File: src/rtl/uart_music_loader.sv
// uart_music_loader
// Receives one song of note bytes over the UART byte stream, writes each
// note code into the note RAM, then answers with an ACK byte and hands the
// RAM over to the player. A long silence in the middle of an upload aborts
// it with a NAK byte. A reload pulse restarts the upload from any state.

module uart_music_loader #(
   parameter logic [7:0]  SIZE_MUSIC_MAX = 8'd83,
   parameter logic [7:0]  ACK_BYTE       = 8'd66,
   parameter logic [7:0]  NAK_BYTE       = 8'd69,
   parameter logic [23:0] TIMEOUT_CYCLES = 24'd12_000_000
) (
   input  logic       clk,
   input  logic       rst_n,
   input  logic       rx_data_valid,
   input  logic [7:0] rx_data_out,
   input  logic       reload,
   output logic       tx_data_valid,
   output logic [7:0] tx_data_in,
   output logic       mem_we,
   output logic [7:0] mem_waddr,
   output logic [4:0] mem_wdata,
   output logic       w_en,
   output logic       load_done
);

   typedef enum logic [1:0] {
      LOAD     = 2'd0,
      SEND_ACK = 2'd1,
      PLAY     = 2'd2,
      SEND_NAK = 2'd3
   } state_t;

   state_t      state;
   logic [7:0]  index;
   logic [23:0] gap_cnt;
   logic        song_full;
   logic        gap_expired;

   // Upload is complete once every note slot has been written; the gap
   // counter expires one cycle before it would reach the configured limit.
   always_comb begin
      song_full   = (index == SIZE_MUSIC_MAX);
      gap_expired = (gap_cnt == (TIMEOUT_CYCLES - 24'd1));
   end

   // Loader FSM with registered RAM-write, handshake and mode outputs.
   // An incoming byte wins over an expiring gap counter, reload wins over both.
   always_ff @(posedge clk or negedge rst_n) begin
      if (!rst_n) begin
         state         <= LOAD;
         index         <= 8'd0;
         gap_cnt       <= 24'd0;
         w_en          <= 1'b1;
         load_done     <= 1'b0;
         mem_we        <= 1'b0;
         mem_waddr     <= 8'd0;
         mem_wdata     <= 5'd0;
         tx_data_valid <= 1'b0;
         tx_data_in    <= 8'd0;
      end else begin
         mem_we        <= 1'b0;
         tx_data_valid <= 1'b0;
         if (reload) begin
            state     <= LOAD;
            index     <= 8'd0;
            gap_cnt   <= 24'd0;
            load_done <= 1'b0;
            w_en      <= 1'b1;
         end else begin
            case (state)
               LOAD: begin
                  if (song_full) begin
                     state         <= SEND_ACK;
                     gap_cnt       <= 24'd0;
                     tx_data_valid <= 1'b1;
                     tx_data_in    <= ACK_BYTE;
                  end else if (rx_data_valid) begin
                     mem_we    <= 1'b1;
                     mem_waddr <= index;
                     mem_wdata <= rx_data_out[4:0];
                     index     <= index + 8'd1;
                     gap_cnt   <= 24'd0;
                  end else if (index != 8'd0) begin
                     if (gap_expired) begin
                        state         <= SEND_NAK;
                        index         <= 8'd0;
                        gap_cnt       <= 24'd0;
                        tx_data_valid <= 1'b1;
                        tx_data_in    <= NAK_BYTE;
                     end else begin
                        gap_cnt <= gap_cnt + 24'd1;
                     end
                  end
               end
               SEND_ACK: begin
                  state     <= PLAY;
                  w_en      <= 1'b0;
                  load_done <= 1'b1;
               end
               PLAY: begin
                  state <= PLAY;
               end
               SEND_NAK: begin
                  state <= LOAD;
               end
               default: begin
                  state <= LOAD;
               end
            endcase
         end
      end
   end

endmodule

File: config.mk
export PLATFORM = sky130hd
export DESIGN_NAME = uart_music_loader
export DESIGN_NICKNAME = d
export VERILOG_FILES = /design/src/rtl/uart_music_loader.sv
export SDC_FILE = /design/constraint.sdc
export NUM_CORES = 1
export LEC_CHECK = 0
export ABC_AREA = 1
export CORE_ASPECT_RATIO = 1.75
export CORE_MARGIN = 5
export CORE_UTILIZATION = 42
export CTS_CLUSTER_SIZE = 14
export DETAILED_ROUTE_END_ITERATION = 8
export GPL_ROUTABILITY_DRIVEN = 0
export SETUP_SLACK_MARGIN = 0.02
export SLEW_MARGIN = 20
export SYNTH_ARGS = -nofsm -noshare
export SYNTH_HDL_FRONTEND = slang
export SYNTH_SLANG_ARGS = --single-unit
File: constraint.sdc
create_clock -name clk -period 1.9 [get_ports clk]
set_clock_uncertainty 0.05 [all_clocks]
set_input_delay 0.475 -clock clk [delete_from_list [all_inputs] [get_ports clk]]
set_output_delay 0.475 -clock clk [all_outputs]
set_load 0.01 [all_outputs]
Word-level counts from Yosys, hierarchy flattened --
Index checks and enable logic that the tools add are counted.
Storage, ports and cells: bits in registers 59, bits of input ports 12, output and inout bits 25, logic and storage cells 75
Operators by class: $add $sub $neg 2, equal/unequal tests 10, multiplexer cells 36, bitwise operators 2, reduce and logical (&&, ||, !) cells 15
Operators with widths (count):
- 24-bit 2-to-1 mux | 6
- 8-bit 2-to-1 mux | 10
- 24-bit by 1-bit adder with 24-bit output (second input constant) | 1
- 24-bit equality test (second input constant) | 1
- 1-bit 2-to-1 mux | 14
- 4-bit != test (second input constant) | 3
- 2-bit 2-to-1 mux | 5
- 8-bit by 1-bit adder with 8-bit output (second input constant) | 1
- 8-bit by 7-bit equality test with 1-bit output (second input constant) | 1
- 4-bit AND reduction | 2
- 2-bit nonzero test | 4
- 8-bit nonzero test | 1
- 2-bit one-hot mux with 3 select lines | 1
- 3-bit nonzero test | 2
- 5-bit AND reduction | 1
- 2-bit equality test (second input constant) | 2
- 4-bit nonzero test | 1
- 3-bit AND reduction | 1
- 2-bit by 1-bit equality test with 1-bit output (second input constant) | 1
- 2-bit zero test | 1
- 2-bit by 1-bit != test with 1-bit output (second input constant) | 1
- 2-bit != test (second input constant) | 1
- 1-bit NOT | 2
- 2-bit AND reduction | 1
- 2-bit OR reduction | 1

Longest topological paths before layout --
Gate-level depths: netlist (run 1).
word-level depth 7, gate-level depth with buffers 12, depth with buffers taken out 11

Worst setup path before layout (run 1) --
Ideal clock, no wire load.
path type register to register, start point reg index[0], end point reg gap_cnt[16], library setup time 0.120 ns, arrival 1.401 ns, data required time 1.730 ns, path slack 0.329 ns, cell stages (with the launch flop) 11, path buffers 1, period minus slack after synthesis 1.571 ns, cells stage by stage dfrtp_1 inv_1 ha_1 nand2_1 nor2_2 nand3_4 nand2_4 inv_4 buf_6 a21oi_1 nor2_2
Between the ends: cells in the longest elaborated chain, start to end 4, elaborated cells on any way between the ends 7, classes of those cells eq/ne (1); mux (3); reduce/logical (3)
Ends and longest elaborated chain:
- start: declaration | line 35 | logic [7:0] index;
- start signal: assignment | line 82 | index <= index + 8'd1;
- 8-bit by 7-bit equality test with 1-bit output | line 43 | song_full = (index == SIZE_MUSIC_MAX);
- 24-bit 2-to-1 mux | line 73 | if (song_full) begin
- 24-bit 2-to-1 mux | line 71 | case (state)
- 24-bit 2-to-1 mux | line 64 | if (reload) begin
- end signal: assignment | line 92 | gap_cnt <= gap_cnt + 24'd1;
- end: declaration | line 36 | logic [23:0] gap_cnt;
Several ways; a longest one is shown, not always the timed one. The select of a mux whose other input is x is not followed. A chain may end at the register's enable or synchronous reset.

Worst setup path in the final report (run 1) --
start point reg tx_data_in[2], end point out tx_data_in[2]
RTL lines:
- start: declaration | line 19 | output logic [7:0] tx_data_in,
- start signal: assignment | line 60 | tx_data_in <= 8'd0;
- start signal: assignment | line 77 | tx_data_in <= ACK_BYTE;
- start signal: assignment | line 90 | tx_data_in <= NAK_BYTE;
No word-level cell between the ends.

==> results.txt, run 1 <==
----------------------------------------------------
[Die]
  Starting density of the core ... 43.3%
  IO Pins ... 37
  Total core area ... 7620 µm²
  Die X ... 77 µm
  Die outline area ... 9800 µm²
  Die extent in y ... 127 µm
  Site Rows ... 42

[Clock tree]
  Cts bufs inserted ... 5
  Largest buffer count on any clock path ... 2
  Clock tree from TritonCTS ... built
  TritonCTS Sinks ... 54
  Hold bufs inserted after CTS ... 0
  CTS clk-pin slew, worst paths ... 0.07 ns
  Htree depth ... 2
  Later-pin clock latency in the skew report ... 0.29 ns
  Root buffer cell ... sky130_fd_sc_hd__clkbuf_16

[Synthesis]
  Most common cell in the synthesized netlist ... sky130_fd_sc_hd__nand2_1
  Most instantiated flip-flop cell in the synthesis netlist ... sky130_fd_sc_hd__dfrtp_1
  Avg Synthesized Cell Area ... 7.46 µm²
  Yosys warns ... 0
  Top cells by area, synth ... sky130_fd_sc_hd__dfrtp_1 40%, sky130_fd_sc_hd__nand2_1 13%, sky130_fd_sc_hd__nor2_1 7.4%, sky130_fd_sc_hd__inv_1 6.7%, sky130_fd_sc_hd__nand3_1 4.7%
  Share of Yosys cell area claimed by the top area cell type ... 40.2%
  Gate Count Post-Synth ... 442
  Netlist area before placement ... 3300 µm²
  Flops & latches, synth ... 54
  Synth async-reset ratio ... 100%
  Most frequent cells after synthesis ... 116 x sky130_fd_sc_hd__nand2_1, 65 x sky130_fd_sc_hd__nor2_1, 59 x sky130_fd_sc_hd__inv_1
  Count of distinct cell types in the synthesized netlist ... 35
  Cell taking the most area after synthesis ... sky130_fd_sc_hd__dfrtp_1
  Fraction of the yosys area taken by sequential cells ... 41.0%
  Count of flip-flops with a built-in enable after synthesis ... 0

[Placement]
  Post-place setup slack ... -0.129 ns
  HPWL after DPL ... 5.98 mm
  Number of port buffers ... 29
  Placed Area ... 3890 µm²

[Min path]
  Worst hold path type ... in -> async

[Final layout]
  Fraction of layout instances using a drive strength above 1 ... 19.0%
  Antenna fix cells ... 0
  Final design area excluding fillers ... 4090 µm²
  Multi-input gate area in the final layout ... 1610 µm²
  Synth-to-Final Area Change ... 24.0%
  Fill cells ... 751
  Register area ... 1350 µm²
  Final Net Count ... 518

[Timing]
  RSZ-0062 raised after global routing ... no
  Total count of max-transition violations in the final report ... 0
  TNS Setup ... 0 ns
  Final-report hold violation count ... 0
  Tcrit/Tclk final ... 91.9%
  Hold slack final ... 0.0550 ns
  Number of setup violations in the final report ... 0
  Post-layout worst setup margin ... 0.153 ns
  Minimum clock period after layout ... 1.75 ns
  Highest attainable clock frequency ... 572 MHz

[Global routing]
  Global-route congestion overflow total ... 0
  Global-route wire length before repair ... 13.2 mm
  Antenna violations before repair ... 0
  Maximum number of pins on one net before global-route repair ... 28
  All-layer global routing usage ... 16.3%
  Via count of the first global-routing pass ... 2940

[Route]
  Vias/cell ... 4.94
  ANT nets after route ... 0
  Residual DRC count ... 0
  DR vias ... 2909
  Detailed Route WL ... 7.64 mm
  Number of iterations in the first detailed-routing pass ... 4
  Violation count after the first detailed-routing iteration ... 156
  DR WL/cell ... 13.0 µm

[Worst setup path]
  CP Class ... reg -> out
  Largest delay contributor family on the critical path ... buffers and inverters
  Maximum fanout along the worst path ... 3
  Slowest library cell on the worst path ... sky130_fd_sc_hd__clkdlybuf4s50_1
  Data required time at the worst endpoint ... 1.37 ns
  Delay of the slowest cell on the worst path ... 0.55 ns
  List of cells traversed by the critical path ... clkdlybuf4s50_1
  Worst path buffer plus inverter count ... 1
  Kind of launch point of the worst setup path ... flip-flop
  Slack of the worst reg-to-reg path ... 0.16 ns
  Kind of end point of the critical path ... primary output
  Arrival time worst endpoint ... 1.22 ns

[Power]
  Power density normalized to cell area ... 1040 nW/µm²
  Static Leak ... 0.00200 µW
  Worst vdd rail ir drop ... 0.797 mV
  Overall power consumption ... 4240 µW

[Job]
  Max Cap Violations ... 0

[Outcome]
  Run status ... completed

----------------------------------------------------
area by class of cell:
| cell class | instances | share of cell area, % |
|---|---|---|
| well taps | 88 | 2.69 |
| multi-input cells | 310 | 39.3 |
| repair buffers | 60 | 14.5 |
| inverters | 69 | 6.39 |
| clock buffers | 6 | 3.15 |
| clock inverters | 2 | 0.918 |
| flip-flops and latches | 54 | 33.1 |
kinds of logic after synthesis:
family | after synthesis | share of synthesized area, %
other cells | 1 | 0.114
flops | 54 | 41.0
xor+xnor | 1 | 0.266
simple gates | 267 | 39.1
buf+inv | 81 | 11.2
compound gates | 32 | 6.03
fa+ha+maj | 6 | 2.28
cells in the final DEF, fill, tap and decap left out, types with 2 or more instances in the layout:
cell                              Yosys  routed
sky130_fd_sc_hd__a21oi_1              5       5
sky130_fd_sc_hd__o21ai_1              8       8
sky130_fd_sc_hd__nor2_4               2       3
sky130_fd_sc_hd__nor2_2              16      16
sky130_fd_sc_hd__conb_1               1       4
sky130_fd_sc_hd__nand4_1             12      12
sky130_fd_sc_hd__nor3_1               3       3
sky130_fd_sc_hd__inv_2                9       9
sky130_fd_sc_hd__o21ai_0              5       5
sky130_fd_sc_hd__o21a_1               8       8
sky130_fd_sc_hd__nand3_2              4       6
sky130_fd_sc_hd__o21ai_2              2       2
sky130_fd_sc_hd__nand2_1            116     116
sky130_fd_sc_hd__nor2_1              65      64
sky130_fd_sc_hd__nor4_1               2       2
sky130_fd_sc_hd__ha_1                 6       5
sky130_fd_sc_hd__inv_1               59      59
sky130_fd_sc_hd__buf_4                6      25
sky130_fd_sc_hd__clkbuf_16            0       5
sky130_fd_sc_hd__nand2_2              2       2
sky130_fd_sc_hd__buf_12               1       6
sky130_fd_sc_hd__nand2_4             11      11
sky130_fd_sc_hd__nand3_1             31      29
sky130_fd_sc_hd__clkdlybuf4s50_1      0      27
sky130_fd_sc_hd__dfrtp_1             53      53
layer usage:
metal	GRT usage, %	part of all wire [%]	vias up
li1	-	-	1472
met1	16.9	38	1372
met2	31.6	56	48
met3	2.25	2.3	17
met4	7.19	3.4	0
met5	0	0	-
repair_timing:
item	in CTS	in global routing
resized for setup	1	5
endpoints found under the setup margin	1	9
pin swaps	0	1
cloned	0	0
buffers inserted	0	2
final timing paths:
kind | from | depth (start not counted) | end
max | tx_data_in[2] | 1 | tx_data_in[2]
min | rst_n | 1 | gap_cnt[3]
max reg2reg | gap_cnt[1] | 9 | gap_cnt[23]
min reg2reg | tx_data_in[6] | 2 | tx_data_in[6]
max in group asynchronous | rst_n | 2 | w_en
min in group clk | tx_data_in[6] | 2 | tx_data_in[6]
state kept, by name, summed over array words and instances (netlist names):
| register | flops |
|---|---|
| gap_cnt | 24 |
| w_en | 1 |
| load_done | 1 |
| mem_we | 1 |
| index | 8 |
| state | 2 |
| tx_data_in | 3 |
| mem_wdata | 5 |
| mem_waddr | 8 |
| tx_data_valid | 1 |
metrics by stage:
stage | utilization (%) | cells
2_1_floorplan | - | 445
3_3_place_gp | 51.1 | 579
3_5_place_dp | 51.1 | 579
4_1_cts | 53.2 | 587
5_1_grt | 53.7 | 589
6_report | 53.7 | 589
power breakdown:
group          total, µW  switching [µW]  internal (µW)  leakage, µW
clock network       1030             406            623    0.0000771
logic               1710             872            842      0.00121
registers           1500             128           1370     0.000710
No activity file was read; power rests on OpenSTA's default activity.
==> inputs of run 2 (changes only) <==
CORE_UTILIZATION = 50   (was 42)
PLACE_DENSITY = 0.72   (was not set)
==> results.txt, run 2 (synthesized netlist as in run 1, its figures left out) <==
----------------------------------------------------
[Global routing]
  All-layer global routing usage ... 19.4%
  Global-route wire length before repair ... 13.2 mm
  Via count of the first global-routing pass ... 3035
  Global-route congestion overflow total ... 0
  Maximum number of pins on one net before global-route repair ... 55
  Antenna violations before repair ... 0

[Route]
  ANT nets after route ... 0
  DR vias ... 2937
  Residual DRC count ... 0
  Detailed Route WL ... 7.52 mm
  Vias/cell ... 5.07
  DR WL/cell ... 13.0 µm
  Violation count after the first detailed-routing iteration ... 174
  Number of iterations in the first detailed-routing pass ... 5

[Clock tree]
  Hold bufs inserted after CTS ... 0
  Later-pin clock latency in the skew report ... 0.30 ns
  Clock tree from TritonCTS ... built
  CTS clk-pin slew, worst paths ... 0.07 ns
  Largest buffer count on any clock path ... 2
  Cts bufs inserted ... 5
  TritonCTS Sinks ... 54
  Htree depth ... 2
  Root buffer cell ... sky130_fd_sc_hd__clkbuf_16

[Worst setup path]
  CP Class ... reg -> reg
  Arrival time worst endpoint ... 1.92 ns
  Kind of launch point of the worst setup path ... flip-flop
  Kind of end point of the critical path ... flip-flop
  Data required time at the worst endpoint ... 2.05 ns
  Maximum fanout along the worst path ... 13

[Final layout]
  Final design area excluding fillers ... 4050 µm²
  Final standard cell count with taps included and fillers excluded ... 579
  Most frequent cells in the layout ... 116 x sky130_fd_sc_hd__nand2_1, 63 x sky130_fd_sc_hd__nor2_1, 59 x sky130_fd_sc_hd__inv_1, 53 x sky130_fd_sc_hd__dfrtp_1, 29 x sky130_fd_sc_hd__nand3_1
  Final Net Count ... 514
  Antenna fix cells ... 0
  Biggest registers after layout ... gap_cnt: 24 flops, index: 8 flops, mem_waddr: 8 flops
  Most common cell after layout, fill and taps aside ... sky130_fd_sc_hd__nand2_1
  Largest register by flop count ... gap_cnt
  Post-layout utilization of the core ... 62.4%
  Fraction of layout instances using a drive strength above 1 ... 18.9%
  Flip-flop count of the largest register after layout ... 24
  Synth-to-Final Area Change ... 22.8%

[Power]
  Static Leak ... 0.00198 µW
  Worst vdd rail ir drop ... 0.807 mV
  Overall power consumption ... 4210 µW
  Power density normalized to cell area ... 1040 nW/µm²

[Timing]
  Highest attainable clock frequency ... 564 MHz
  Post-layout worst setup margin ... 0.126 ns
  Minimum clock period after layout ... 1.77 ns
  Total count of max-transition violations in the final report ... 0
  RSZ-0062 raised after global routing ... yes
  Final-report hold violation count ... 0
  Tcrit/Tclk final ... 93.4%
  Number of setup violations in the final report ... 0

[Placement]
  Number of port buffers ... 29
  HPWL after DPL ... 5.65 mm
  Placed Area ... 3820 µm²
  Post-place setup slack ... -0.161 ns
  Placed cell count ... 567

[Die]
  IO Pins ... 37
  Starting density of the core ... 50.8%
  Die extent in y ... 117 µm
  Total core area ... 6490 µm²
  Die X ... 71.4 µm
  Site Rows ... 39
  Die outline area ... 8390 µm²

[Min path]
  Worst hold path type ... in -> async

[Outcome]
  Run status ... completed

[Job]
  Max Cap Violations ... 0

----------------------------------------------------
-- run 2: per-stage QoR --
| stage | hold slack, ns | setup TNS [ns] |
|---|---|---|
| floorplan | 0.129 | 0 |
| global placement | 0.400 | -3.55 |
| detailed placement | 0.410 | -4.47 |
| CTS | 0.131 | 0 |
| global route | 0.142 | -0.0210 |
| finish | 0.108 | 0 |
-- run 2: report_power, final --
group          switching, µW  internal, µW  total [µW]
Clock                    413           617        1030
Sequential               132          1370        1500
Combinational            879           806        1680
Total                   1420          2790        4210
-- run 2: metal layers --
metal	GRT usage [%]	share of wire (%)	wire (µm)	vias up
li1	-	-	-	1465
met1	18.5	36	2710	1394
met2	38.0	58	4330	56
met3	2.91	2.4	184	22
met4	9.53	3.9	295	0
met5	0	0	0	-
-- run 2: repair_timing --
| action | in CTS | in global routing |
|---|---|---|
| pin swaps | 0 | 4 |
| gates resized for setup | 1 | 8 |
| buffers inserted | 0 | 4 |
| endpoints found under the setup margin | 1 | 22 |
-- run 2: area by class of cell --
cell class	count	area [µm²]
Fill cell	576	2440
Multi-Input combinational cell	310	1620
Sequential cell	54	1350
Timing Repair Buffer	56	549
Inverter	69	262
Clock buffer	5	125
Tap cell	82	103
Clock inverter	3	40.0
-- run 2: worst paths after layout --
check / start / to / slack [ns] / cells past startpoint
setup / recovery: index[0] / gap_cnt[3] / 0.13 / 12
hold / removal: rst_n / gap_cnt[17] / 0.11 / 2
setup reg to reg: index[0] / gap_cnt[3] / 0.13 / 12
hold reg to reg: tx_data_in[1] / tx_data_in[1] / 0.42 / 2
max in group asynchronous: rst_n / w_en / 1.37 / 2
min in group clk: tx_data_in[1] / tx_data_in[1] / 0.42 / 2
-- run 2: critical path, stage by stage (launching register included) --
cell and delay [ns]:
sky130_fd_sc_hd__dfrtp_1 0.41, sky130_fd_sc_hd__inv_1 0.10, sky130_fd_sc_hd__ha_2 0.21, sky130_fd_sc_hd__nand2_1 0.07
sky130_fd_sc_hd__nor2_2 0.16, sky130_fd_sc_hd__nand3_4 0.10, sky130_fd_sc_hd__nand2_4 0.10, sky130_fd_sc_hd__inv_4 0.09
sky130_fd_sc_hd__buf_4 0.15, sky130_fd_sc_hd__nand2_1 0.05, sky130_fd_sc_hd__nand2_1 0.08, sky130_fd_sc_hd__nand2_4 0.07
sky130_fd_sc_hd__nor2_2 0.03
==> inputs of run 3 (changes only) <==
CORE_UTILIZATION = 30   (was 50)
HOLD_SLACK_MARGIN = 0.02   (was not set)
MAX_ROUTING_LAYER = met4   (was not set)
PLACE_DENSITY = not set   (was 0.72)
==> results.txt, run 3 (synthesized netlist as in run 1, its figures left out) <==
----------------------------------------------------
[Global routing]
  Global-route wire length before repair ... 13.7 mm
  Global-route congestion overflow total ... 0
  Via count of the first global-routing pass ... 3107
  Antenna violations before repair ... 0
  Maximum number of pins on one net before global-route repair ... 31
  All-layer global routing usage ... 13.4%

[Route]
  DR vias ... 2900
  Violation count after the first detailed-routing iteration ... 96
  DR WL/cell ... 12.5 µm
  Detailed Route WL ... 7.85 mm
  Residual DRC count ... 0
  Vias/cell ... 4.63
  Number of iterations in the first detailed-routing pass ... 4
  ANT nets after route ... 0

[Worst setup path]
  Kind of end point of the critical path ... flip-flop
  Kind of launch point of the worst setup path ... flip-flop
  Data required time at the worst endpoint ... 2.05 ns
  Worst r2r dst ... gap_cnt[9]
  Number of cells on the worst reg-to-reg path ... 9
  Slack of the worst reg-to-reg path ... 0.12 ns
  Maximum fanout along the worst path ... 14
  Arrival time worst endpoint ... 1.92 ns
  Reg2Reg Launch Point ... gap_cnt[1]
  CP Class ... reg -> reg

[Timing]
  Total count of max-transition violations in the final report ... 0
  TNS Setup ... 0 ns
  Number of setup violations in the final report ... 0
  RSZ-0062 raised after global routing ... no
  Tcrit/Tclk final ... 93.5%
  Hold slack final ... 0.0545 ns
  Highest attainable clock frequency ... 563 MHz
  Final-report hold violation count ... 0
  Minimum clock period after layout ... 1.78 ns

[Final layout]
  Biggest registers after layout ... gap_cnt: 24 flops, index: 8 flops, mem_waddr: 8 flops
  Most frequent cells in the layout ... 116 x sky130_fd_sc_hd__nand2_1, 64 x sky130_fd_sc_hd__nor2_1, 59 x sky130_fd_sc_hd__inv_1, 53 x sky130_fd_sc_hd__dfrtp_1, 30 x sky130_fd_sc_hd__nand3_1
  Largest register by flop count ... gap_cnt
  Fraction of layout instances using a drive strength above 1 ... 17.9%
  Synth-to-Final Area Change ... 22.9%
  Final Net Count ... 513
  Fill cells ... 1161
  Most common cell after layout, fill and taps aside ... sky130_fd_sc_hd__nand2_1
  Post-layout utilization of the core ... 37.7%
  Antenna fix cells ... 0
  Flip-flop count of the largest register after layout ... 24

[Power]
  Worst vdd rail ir drop ... 0.667 mV
  Power density normalized to cell area ... 1040 nW/µm²
  Static Leak ... 0.00197 µW

[Clock tree]
  Htree depth ... 2
  Cts bufs inserted ... 5
  Largest buffer count on any clock path ... 2
  Clock tree from TritonCTS ... built
  Root buffer cell ... sky130_fd_sc_hd__clkbuf_16
  Later-pin clock latency in the skew report ... 0.30 ns
  TritonCTS Sinks ... 54
  CTS clk-pin slew, worst paths ... 0.07 ns
  Number of buffers inserted to repair setup after CTS ... 0

[Placement]
  Number of port buffers ... 29
  HPWL after DPL ... 6.21 mm

[Die]
  Starting density of the core ... 30.7%
  Die extent in y ... 149 µm
  Die X ... 89.3 µm
  IO Pins ... 37
  Total core area ... 10800 µm²
  Site Rows ... 50
  Die outline area ... 13300 µm²

[Outcome]
  Run status ... completed

[Job]
  Max Cap Violations ... 0

[Min path]
  Worst hold path type ... in -> async

----------------------------------------------------
-- run 3: where the power goes --
part,switching (µW),total (µW),internal [µW]
sequential,134,1500,1370
clock,433,1050,618
combinational,867,1660,792
-- run 3: worst max path at each step --
stage                         endpoint       start
after CTS                  gap_cnt[11]  gap_cnt[1]
after global routing        gap_cnt[8]    index[0]
after global placement    mem_waddr[0]      reload
final                       gap_cnt[9]  gap_cnt[1]
after detailed placement  mem_waddr[0]      reload
after floorplan            gap_cnt[16]    index[0]
-- run 3: area by class of cell --
| class | instances | area, µm² | area share, % |
|---|---|---|---|
| multi-input combinational | 310 | 1600 | 39.4 |
| inverter | 69 | 262 | 6.45 |
| clock inverter | 3 | 40.0 | 0.988 |
| timing repair buffer | 55 | 517 | 12.7 |
| tap | 130 | 163 | 4.01 |
| sequential | 54 | 1350 | 33.4 |
| clock buffer | 5 | 125 | 3.09 |
-- run 3: per-layer routing --
layer	vias to the layer above	GRT usage (%)	part of all wire [%]
li1	1469	-	-
met1	1349	12.8	37
met2	56	24.8	57
met3	26	2.54	2.2
met4	0	6.26	4.4
met5	-	-	0
-- run 3: stage by stage --
step	std cells	power [µW]	instance area, µm²	setup slack, ns
after floorplan	445	2450	3310	0.329
after detailed placement	618	3200	3880	-0.144
after CTS	626	4270	4050	0.0982
after global placement	618	3150	3880	-0.131
after global routing	626	4500	4050	0.0213
final	626	4210	4050	0.123
-- run 3: timing repair --
item                       4_1_cts  5_1_grt
pin swaps                        0        0
hold buffers                     0        0
setup endpoints to repair        1        3
hold endpoints to repair         0        0
gates resized for setup          1        2
-- run 3: critical path, cell delays in order (launching register included) --
cell	delay, ns
sky130_fd_sc_hd__dfrtp_1	0.38
sky130_fd_sc_hd__ha_1	0.23
sky130_fd_sc_hd__nand3_1	0.15
sky130_fd_sc_hd__nor2_4	0.21
sky130_fd_sc_hd__nand3_2	0.13
sky130_fd_sc_hd__nand3_2	0.15
sky130_fd_sc_hd__nand2_8	0.13
sky130_fd_sc_hd__buf_12	0.17
sky130_fd_sc_hd__nand2_4	0.05
sky130_fd_sc_hd__nor2_2	0.03
